[src/rtl/adc_multi_demux_align.sv]
// Multi-ADC sample demultiplexer/aligner: packs DEMUX words per ADC on the ADC0 sync edge.
// Optional per-ADC out-of-range counters are built when ADC_OVR_COUNT_EN is defined.
module adc_multi_demux_align #(
    parameter int NUM_ADCS    = 2,
    parameter int LANES       = 4,
    parameter int SAMPLE_BITS = 8,
    parameter int DEMUX       = 2
) (
    input  logic                                      adc_clk,
    input  logic                                      ctrl_reset,
    input  logic [NUM_ADCS*LANES*SAMPLE_BITS-1:0]       adc_data_in,
    input  logic [NUM_ADCS-1:0]                       adc_sync_in,
    input  logic [NUM_ADCS-1:0]                       adc_outofrange_in,
    input  logic [NUM_ADCS-1:0]                       adc_dcm_locked,
    input  logic                                      clear_flags,
    output logic [NUM_ADCS*DEMUX*LANES*SAMPLE_BITS-1:0] user_data_out,
    output logic [NUM_ADCS*DEMUX-1:0]                 user_sync_out,
    output logic [NUM_ADCS*DEMUX-1:0]                 user_outofrange,
    output logic                                      user_data_valid,
    output logic                                      aligned,
    output logic                                      sync_err,
    output logic [NUM_ADCS-1:0]                       skew_err,
    output logic [NUM_ADCS*16-1:0]                    ovr_count
);

    localparam int AW = LANES * SAMPLE_BITS;
    localparam int W  = NUM_ADCS * AW;
    localparam int OW = DEMUX * W;
    localparam int SL = NUM_ADCS * DEMUX;
    localparam int PW = (DEMUX > 1) ? $clog2(DEMUX) : 1;
    localparam logic [PW-1:0] LAST = PW'(DEMUX - 1);

    typedef enum logic [1:0] {
        IDLE,
        WAIT_SYNC,
        RUN
    } state_t;

    logic [W-1:0]        in_data_q;
    logic [NUM_ADCS-1:0] in_sync_q;
    logic [NUM_ADCS-1:0] in_sync_prev_q;
    logic [NUM_ADCS-1:0] in_ovr_q;
    logic [NUM_ADCS-1:0] in_lock_q;
    logic                in_clear_q;

    state_t        state_q, state_d;
    logic [PW-1:0] phase_q, phase_d;

    logic [W-1:0]        slot_data_q [DEMUX];
    logic [W-1:0]        slot_data_d [DEMUX];
    logic [NUM_ADCS-1:0] slot_sync_q [DEMUX];
    logic [NUM_ADCS-1:0] slot_sync_d [DEMUX];
    logic [NUM_ADCS-1:0] slot_ovr_q  [DEMUX];
    logic [NUM_ADCS-1:0] slot_ovr_d  [DEMUX];

    logic [OW-1:0]       out_data_q, out_data_d;
    logic [SL-1:0]       out_sync_q, out_sync_d;
    logic [SL-1:0]       out_ovr_q, out_ovr_d;
    logic                valid_q, valid_d;
    logic                sync_err_q, sync_err_d;
    logic [NUM_ADCS-1:0] skew_err_q, skew_err_d;

    logic [NUM_ADCS-1:0] sync_edge;
    logic                all_locked;
    logic                store;
    logic [PW-1:0]       wr_idx;

    assign sync_edge  = in_sync_q & ~in_sync_prev_q;
    assign all_locked = &in_lock_q;

    always_comb begin
        state_d     = state_q;
        phase_d     = phase_q;
        slot_data_d = slot_data_q;
        slot_sync_d = slot_sync_q;
        slot_ovr_d  = slot_ovr_q;
        out_data_d  = out_data_q;
        out_sync_d  = out_sync_q;
        out_ovr_d   = out_ovr_q;
        valid_d     = 1'b0;
        sync_err_d  = sync_err_q;
        skew_err_d  = skew_err_q;
        store       = 1'b0;
        wr_idx      = '0;

        unique case (state_q)
            IDLE: begin
                if (all_locked) state_d = WAIT_SYNC;
            end
            WAIT_SYNC: begin
                if (!all_locked) begin
                    state_d = IDLE;
                end else if (sync_edge[0]) begin
                    state_d = RUN;
                    store   = 1'b1;
                end
            end
            RUN: begin
                if (!all_locked) begin
                    state_d = IDLE;
                    phase_d = '0;
                end else begin
                    store = 1'b1;
                    // Off-phase ADC0 edge restarts the group at slot 0
                    if (sync_edge[0] && phase_q != '0) sync_err_d = 1'b1;
                    else wr_idx = phase_q;
                end
            end
            default: begin
                state_d = IDLE;
                phase_d = '0;
            end
        endcase

        if (state_q == WAIT_SYNC || state_q == RUN) begin
            for (int k = 1; k < NUM_ADCS; k++) begin
                if (sync_edge[k] != sync_edge[0]) skew_err_d[k] = 1'b1;
            end
        end

        if (store) begin
            slot_data_d[wr_idx] = in_data_q;
            slot_sync_d[wr_idx] = in_sync_q;
            slot_ovr_d[wr_idx]  = in_ovr_q;
            if (wr_idx == LAST) begin
                phase_d = '0;
                valid_d = 1'b1;
                // Last slot comes straight from the input register
                for (int k = 0; k < NUM_ADCS; k++) begin
                    for (int j = 0; j < DEMUX; j++) begin
                        if (j == DEMUX - 1) begin
                            out_data_d[(k*DEMUX+j)*AW +: AW] = in_data_q[k*AW +: AW];
                            out_sync_d[k*DEMUX+j] = in_sync_q[k];
                            out_ovr_d[k*DEMUX+j]  = in_ovr_q[k];
                        end else begin
                            out_data_d[(k*DEMUX+j)*AW +: AW] = slot_data_q[j][k*AW +: AW];
                            out_sync_d[k*DEMUX+j] = slot_sync_q[j][k];
                            out_ovr_d[k*DEMUX+j]  = slot_ovr_q[j][k];
                        end
                    end
                end
            end else begin
                phase_d = wr_idx + 1'b1;
            end
        end

        if (in_clear_q) begin
            sync_err_d = 1'b0;
            skew_err_d = '0;
        end
    end

    always_ff @(posedge adc_clk) begin
        if (ctrl_reset) begin
            in_data_q      <= '0;
            in_sync_q      <= '0;
            in_sync_prev_q <= '0;
            in_ovr_q       <= '0;
            in_lock_q      <= '0;
            in_clear_q     <= 1'b0;
            state_q        <= IDLE;
            phase_q        <= '0;
            out_data_q     <= '0;
            out_sync_q     <= '0;
            out_ovr_q      <= '0;
            valid_q        <= 1'b0;
            sync_err_q     <= 1'b0;
            skew_err_q     <= '0;
        end else begin
            in_data_q      <= adc_data_in;
            in_sync_q      <= adc_sync_in;
            in_sync_prev_q <= in_sync_q;
            in_ovr_q       <= adc_outofrange_in;
            in_lock_q      <= adc_dcm_locked;
            in_clear_q     <= clear_flags;
            state_q        <= state_d;
            phase_q        <= phase_d;
            out_data_q     <= out_data_d;
            out_sync_q     <= out_sync_d;
            out_ovr_q      <= out_ovr_d;
            valid_q        <= valid_d;
            sync_err_q     <= sync_err_d;
            skew_err_q     <= skew_err_d;
        end
    end

    // Slot contents are only read once a full group is assembled
    always_ff @(posedge adc_clk) begin
        slot_data_q <= slot_data_d;
        slot_sync_q <= slot_sync_d;
        slot_ovr_q  <= slot_ovr_d;
    end

`ifdef ADC_OVR_COUNT_EN
    logic [NUM_ADCS*16-1:0] ovr_cnt_q, ovr_cnt_d;

    always_comb begin
        ovr_cnt_d = ovr_cnt_q;
        for (int k = 0; k < NUM_ADCS; k++) begin
            if (state_q == RUN && in_ovr_q[k] && ovr_cnt_q[k*16 +: 16] != 16'hFFFF) begin
                ovr_cnt_d[k*16 +: 16] = ovr_cnt_q[k*16 +: 16] + 16'd1;
            end
        end
        if (in_clear_q) ovr_cnt_d = '0;
    end

    always_ff @(posedge adc_clk) begin
        if (ctrl_reset) ovr_cnt_q <= '0;
        else ovr_cnt_q <= ovr_cnt_d;
    end

    assign ovr_count = ovr_cnt_q;
`else
    assign ovr_count = '0;
`endif

    assign user_data_out   = out_data_q;
    assign user_sync_out   = out_sync_q;
    assign user_outofrange = out_ovr_q;
    assign user_data_valid = valid_q;
    assign aligned         = (state_q == RUN);
    assign sync_err        = sync_err_q;
    assign skew_err        = skew_err_q;

endmodule

[config.mk]
export PLATFORM = sky130hd
export DESIGN_NAME = adc_multi_demux_align
export DESIGN_NICKNAME = d
export VERILOG_FILES = /design/src/rtl/adc_multi_demux_align.sv
export SDC_FILE = /design/constraint.sdc
export NUM_CORES = 1
export LEC_CHECK = 0
export ABC_AREA = 1
export ABC_CLOCK_PERIOD_IN_PS = 3800
export BUFFER_PORTS_ARGS = -buffer_cell sky130_fd_sc_hd__buf_2
export CORE_UTILIZATION = 54
export CTS_BUF_LIST = sky130_fd_sc_hd__clkbuf_2
export DETAILED_ROUTE_END_ITERATION = 8
export PLACE_DENSITY_LB_ADDON = 0.15
export SYNTH_ARGS = -nofsm -noshare
export SYNTH_HDL_FRONTEND = slang
export SYNTH_SLANG_ARGS = --single-unit
export TNS_END_PERCENT = 50
[constraint.sdc]
create_clock -name adc_clk -period 3.8 [get_ports adc_clk]
set_clock_uncertainty 0.1 [all_clocks]
set_input_delay 0.19 -clock adc_clk [delete_from_list [all_inputs] [get_ports adc_clk]]
set_output_delay 0.19 -clock adc_clk [all_outputs]
set_load 0.01 [all_outputs]
==> metrics.txt, run 1 <==
Hold WS 0.0621 ns; final worst-path cycle share 71.9%; most frequent cells after synthesis nor2_1 (355), dfxtp_1 (215), o21ai_0 (134); post-synthesis register bit count 283; Cell Pwr Density roughly 440 mW/mm2; Crit path arrival time 3.37 ns; yosys warns 0; Max-Cap Viols 0; number of synthesized flops with an enable pin 68; dpl hpwl about 11,000 um; Chip Height between 100 and 150 um; total gr overflow 0; fraction of layout cells with a size suffix above 1 23.9%; RePlAce Congestion 0.754; core box area 0.0168 mm2; Sink Count roughly 280; placed cell count 1,353; final instance area 0.0126 mm2; Routed Wire Length 22,300 um; R2R cell count 7; via/cell ratio 4.70; DRC Markers 0; Final Slew Violations 0; DR pass1 iterations 4; Post-Route Setup TNS 0 ns; WL per Instance 13.6 um; xor-xnor portion of the synthesized cell area 0.0937%; Worst-Skew Late Latency 0.81 ns; die area 0.0178 mm2; Post-Synth Simple-Gate Area 15.1%; RSZ-0062 raised after global routing no; mux cell area share after synthesis 0%; Post-Layout Cell Count 1,639; min-delay worst type input port to flop; All-Layer GR Usage 25.2%; Max clock buf depth 3; placed cell area ~0.010 mm2; Post-synth ARST share 0%; main combinational cell family by area after synthesis simple AND/OR/NAND/NOR gates; worst vdd ir 0.393 mV; status complete, no violations; worst-path maximum fanout 69; antenna-violating nets left 0; CTS tree built; hold_sp adc_data_in[31]; Area growth syn-to-layout 35.0%; Die Wd 134 um; Initial Util 55.8%; Syn Inst Count 968; share of the synthesized area in the top cell type 46.1%; Synth Area per Inst 9.66 um2; CP Class flop to flop; Core Util, Final roughly three quarters; root buffer cell clkbuf_2; vias 7,711; Required @ worst endpoint 4.43 ns; H-tree Lvls 3; initial antenna violation count 3; largest net degree at the start of global routing 111; WHS Path Cells 4; nets roughly 1,400; Distinct cells, synth 25; P_leak 5.92 nW; post-synthesis adder-cell area fraction less than 1%; Reg clk slew, reported paths 0.11 ns; complex-gate fraction of the synthesized area roughly 7.6%; Post-Syn Area just over 0.009 mm2; total chip power 5.56 mW; Setup crit start state_q[0]; IO Port Bufs 212; area leader, netlist dfxtp_1; Worst Tran Pin Value 0.942 ns; CTS Buf Count 70; sequential share of the synthesized area approximately two thirds; top post-synthesis cells by area dfxtp_1 (46%), edfxtp_1 (22%), nor2_1 (14%); Worst R2R Start state_q[0]; Slew headroom between 30 and 40%; Max Freq between 0.3 and 0.4 GHz; crit end category flop; IO Pins 246; Synth Flop Type dfxtp_1; vias in the first global route 7,640; Rows 47; Final Setup Violations 0; post-route minimum period 2.73 ns; Setup WS post-layout 1.07 ns; initial DRC count 288; most common cell in the netlist nor2_1; pre-CTS WS 1.18 ns; startpoint types flop; first-pass GRT wire length roughly 35,000 um; Hold Fails Final Rpt 0
-- placed cells by master, fill, tap and decap left out --
master and count:
a21boi_0 1, a21oi_1 2, a31oi_1 1, buf_12 2, buf_2 212, buf_4 4
bufinv_16 1, clkbuf_2 109, clkinv_1 9, clkinv_2 2, conb_1 33, dfxtp_1 215
diode_2 3, dlygate4sd3_1 160, edfxtp_1 68, ha_1 4, inv_1 78, inv_2 3
inv_4 2, nand2_1 8, nand3_1 4, nand4_4 1, nor2_1 355, nor2_2 1
nor3_1 1, o21ai_0 134, o21ai_1 4, or2_2 1, xnor2_1 1
-- per-layer routing --
metal | track usage [%] | up-vias | wire (um)
met5 | 0 | - | 0
met2 | 41.5 | 299 | 10800
met1 | 27.5 | 3532 | 8700
met4 | 16.2 | 0 | 916
met3 | 9.02 | 73 | 1860
li1 | - | 3807 | -
-- kinds of logic after synthesis --
group                    Yosys count
AO/OA/AOI/OAI                    142
XOR/XNOR                           1
adder cells (fa/ha/maj)            4
buffers and inverters            166
flip-flops                       283
other                              1
AND/OR/NAND/NOR                  371
-- worst max-delay path, stage by stage (launching register included) --
cell	delay, ns
dfxtp_1	0.36
inv_1	0.09
ha_1	0.37
nand4_4	0.14
buf_4	0.55
buf_4	0.64
o21ai_0	0.22
nor2_1	0.19
-- flip-flops by register name, summed over array words and instances (netlist names) --
| signal | cells |
|---|---|
| in_clear_q | 1 |
| slot_data_q | 64 |
| skew_err | 1 |
| slot_sync_q | 2 |
| sync_err | 1 |
| user_sync_out | 4 |
| in_lock_q | 2 |
| phase_q | 1 |
| in_data_q | 64 |
| user_outofrange | 4 |
| in_sync_q | 2 |
| in_ovr_q | 2 |
| user_data_out | 128 |
| user_data_valid | 1 |
| in_sync_prev_q | 2 |
| state_q | 2 |
| slot_ovr_q | 2 |
-- layout make-up --
cell class	instances	area, um2
diodes	3	7.51
clock buffers	109	546
clock inverters	14	80.1
fillers	1175	4140
inverters	81	310
multi-input cells	551	2320
flip-flops and latches	283	6350
well taps	220	275
repair buffers	378	2730
-- where the power goes --
group / switching, mW / total [mW] / internal [mW]
Combinational: 0.211 / 0.419 / 0.208
Clock: 1.15 / 1.97 / 0.819
Sequential: 0.0292 / 3.17 / 3.14
-- timing repair --
item | CTS | global route
hold endpoints to repair | 156 | 0
setup buffers | 0 | 0
hold buffers | 160 | 0
resized for setup | 0 | 0
endpoints found under the setup margin | 0 | 0
-- worst paths after layout --
path,to,slack [ns]
worst max register to register,user_data_out[40],1.07
worst max-delay path,user_data_out[40],1.07
worst min-delay path,in_data_q[31],0.06
worst min register to register,slot_data_q[98],0.28
No activity file was read; power rests on OpenSTA's default activity.
==> run 2: changes to the inputs <==
Settings changed: ABC_CLOCK_PERIOD_IN_PS 3800 to 2600.
Clock period 3.8 ns to 2.6 ns, I/O delays scaled along.
==> metrics.txt, run 2 (synthesis gave the netlist of run 1 again) <==
hold endpoint slot_data_q[66]; Final Setup Violations 0; Area growth syn-to-layout 41.7%; largest net degree at the start of global routing 81; Setup WS post-layout between 0.4 and 0.5 ns; Max clock buf depth 3; All-Layer GR Usage around a quarter; H-tree Lvls 3; RePlAce Congestion between 0.7 and 0.8; R2R cell count 7; total chip power roughly 8.1 mW; via/cell ratio 4.63; CTS tree built; pre-CTS WS 0.452 ns; root buffer cell clkbuf_2; final worst-path cycle share 83.7%; fill count 1,123; antenna-violating nets left 0; FF-to-FF End slot_data_q[95]; WL per Instance 13.3 um; Chip Height 134 um; status complete, no violations; WHS Path Cells 0; crit end category flop; DR pass1 iterations 4; Max-Cap Viols 0; Rows 47; Routed Wire Length 22,700 um; fraction of layout cells with a size suffix above 1 22.8%; worst-path maximum fanout 34; RSZ-0062 raised after global routing no; R2R setup slack 0.42 ns; CP Class flop to flop; vias 7,859; Max Freq 0.459 GHz; Hold Fails Final Rpt 0; Die Wd 134 um; first-pass GRT wire length 36,400 um; Crit path arrival time 2.51 ns; vias in the first global route between 7,000 and 8,000; worst vdd ir 0.386 mV; hold_sp in_data_q[2]; commonest non-fill, non-tap cell in the layout nor2_1; FF+latch area 0.00635 mm2; Cell Pwr Density 614 mW/mm2; commonest cells after routing, fill and taps aside nor2_1 (355), dfxtp_1 (215), dlygate4sd3_1 (214); min-delay worst type flop to flop; max FFs per register around 130; P_leak between 6 and 7 nW; Post-Route Setup TNS 0 ns; core box area 0.0168 mm2; DRC Markers 0; Reg clk slew, reported paths 0.10 ns; initial antenna violation count 2; Worst Tran Pin Value 0.898 ns; Slew headroom 40.1%; nets between 1,000 and 1,500; # resized after CTS 0; Multi-input gate area 0.00232 mm2; initial DRC count 453; Sink Count between 200 and 300; IO Pins 246; post-route minimum period 2.18 ns; IO Port Bufs 212; Worst R2R Start state_q[1]; startpoint types flop; total gr overflow 0; Initial Util between 50% and 60%; Final Slew Violations 0; Required @ worst endpoint 2.93 ns; CTS Buf Count approximately 70; dpl hpwl 11,500 um; die area ~0.018 mm2; Worst-Skew Late Latency 0.78 ns
-- run 2: worst max path at each step --
stage	startpoint	to	slack, ns	cells past startpoint
5_1_grt	state_q[1]	slot_data_q[116]	0.28	7
2_1_floorplan	state_q[0]	slot_data_q[100]	0.07	7
6_report	state_q[1]	slot_data_q[95]	0.42	7
3_3_place_gp	state_q[0]	slot_data_q[100]	0.49	8
3_5_place_dp	state_q[0]	slot_data_q[101]	0.45	8
4_1_cts	state_q[1]	slot_data_q[95]	0.42	7
-- run 2: power by group --
group | switching (mW) | internal (mW)
registers | 0.0434 | 4.59
logic | 0.309 | 0.358
clock network | 1.66 | 1.17
total | 2.01 | 6.12
-- run 2: what timing repair did --
action / CTS / global route
hold buffers: 214 / 0
hold endpoints to repair: 107 / 0
setup buffers: 0 / 0
-- run 2: cell type report --
class,instances,area share [%]
clock inverter,21,0.794
clock buffer,105,3.97
sequential,283,47.9
timing repair buffer,436,25.3
antenna,2,0.0378
tap,220,2.08
inverter,81,2.35
multi-input combinational,551,17.5
-- run 2: metal layers --
layer / vias to the layer above / wire (um) / track usage [%]
met5: - / 0 / 0
met4: 0 / 735 / 14.1
met3: 51 / 1520 / 8.30
li1: 3920 / - / -
met2: 271 / 11700 / 46.0
met1: 3617 / 8740 / 26.9
-- run 2: stage by stage --
stage	area [um2]	util, %	hold WS (ns)	std cells
5_1_grt	13200	79.0	0.312	1699
6_report	13200	79.0	0.300	1699
3_3_place_gp	10500	62.4	0.228	1357
4_1_cts	13200	79.0	0.288	1697
3_5_place_dp	10500	62.4	0.235	1357
2_1_floorplan	9470	-	0.137	1000
-- run 2: critical path, stage by stage, from the launching register on --
cell and delay (ns):
dfxtp_1 0.34, inv_1 0.09, ha_1 0.18, nand3_1 0.12, o21ai_0 0.23, nand3_1 0.18
clkinvlp_4 0.33, buf_12 0.28
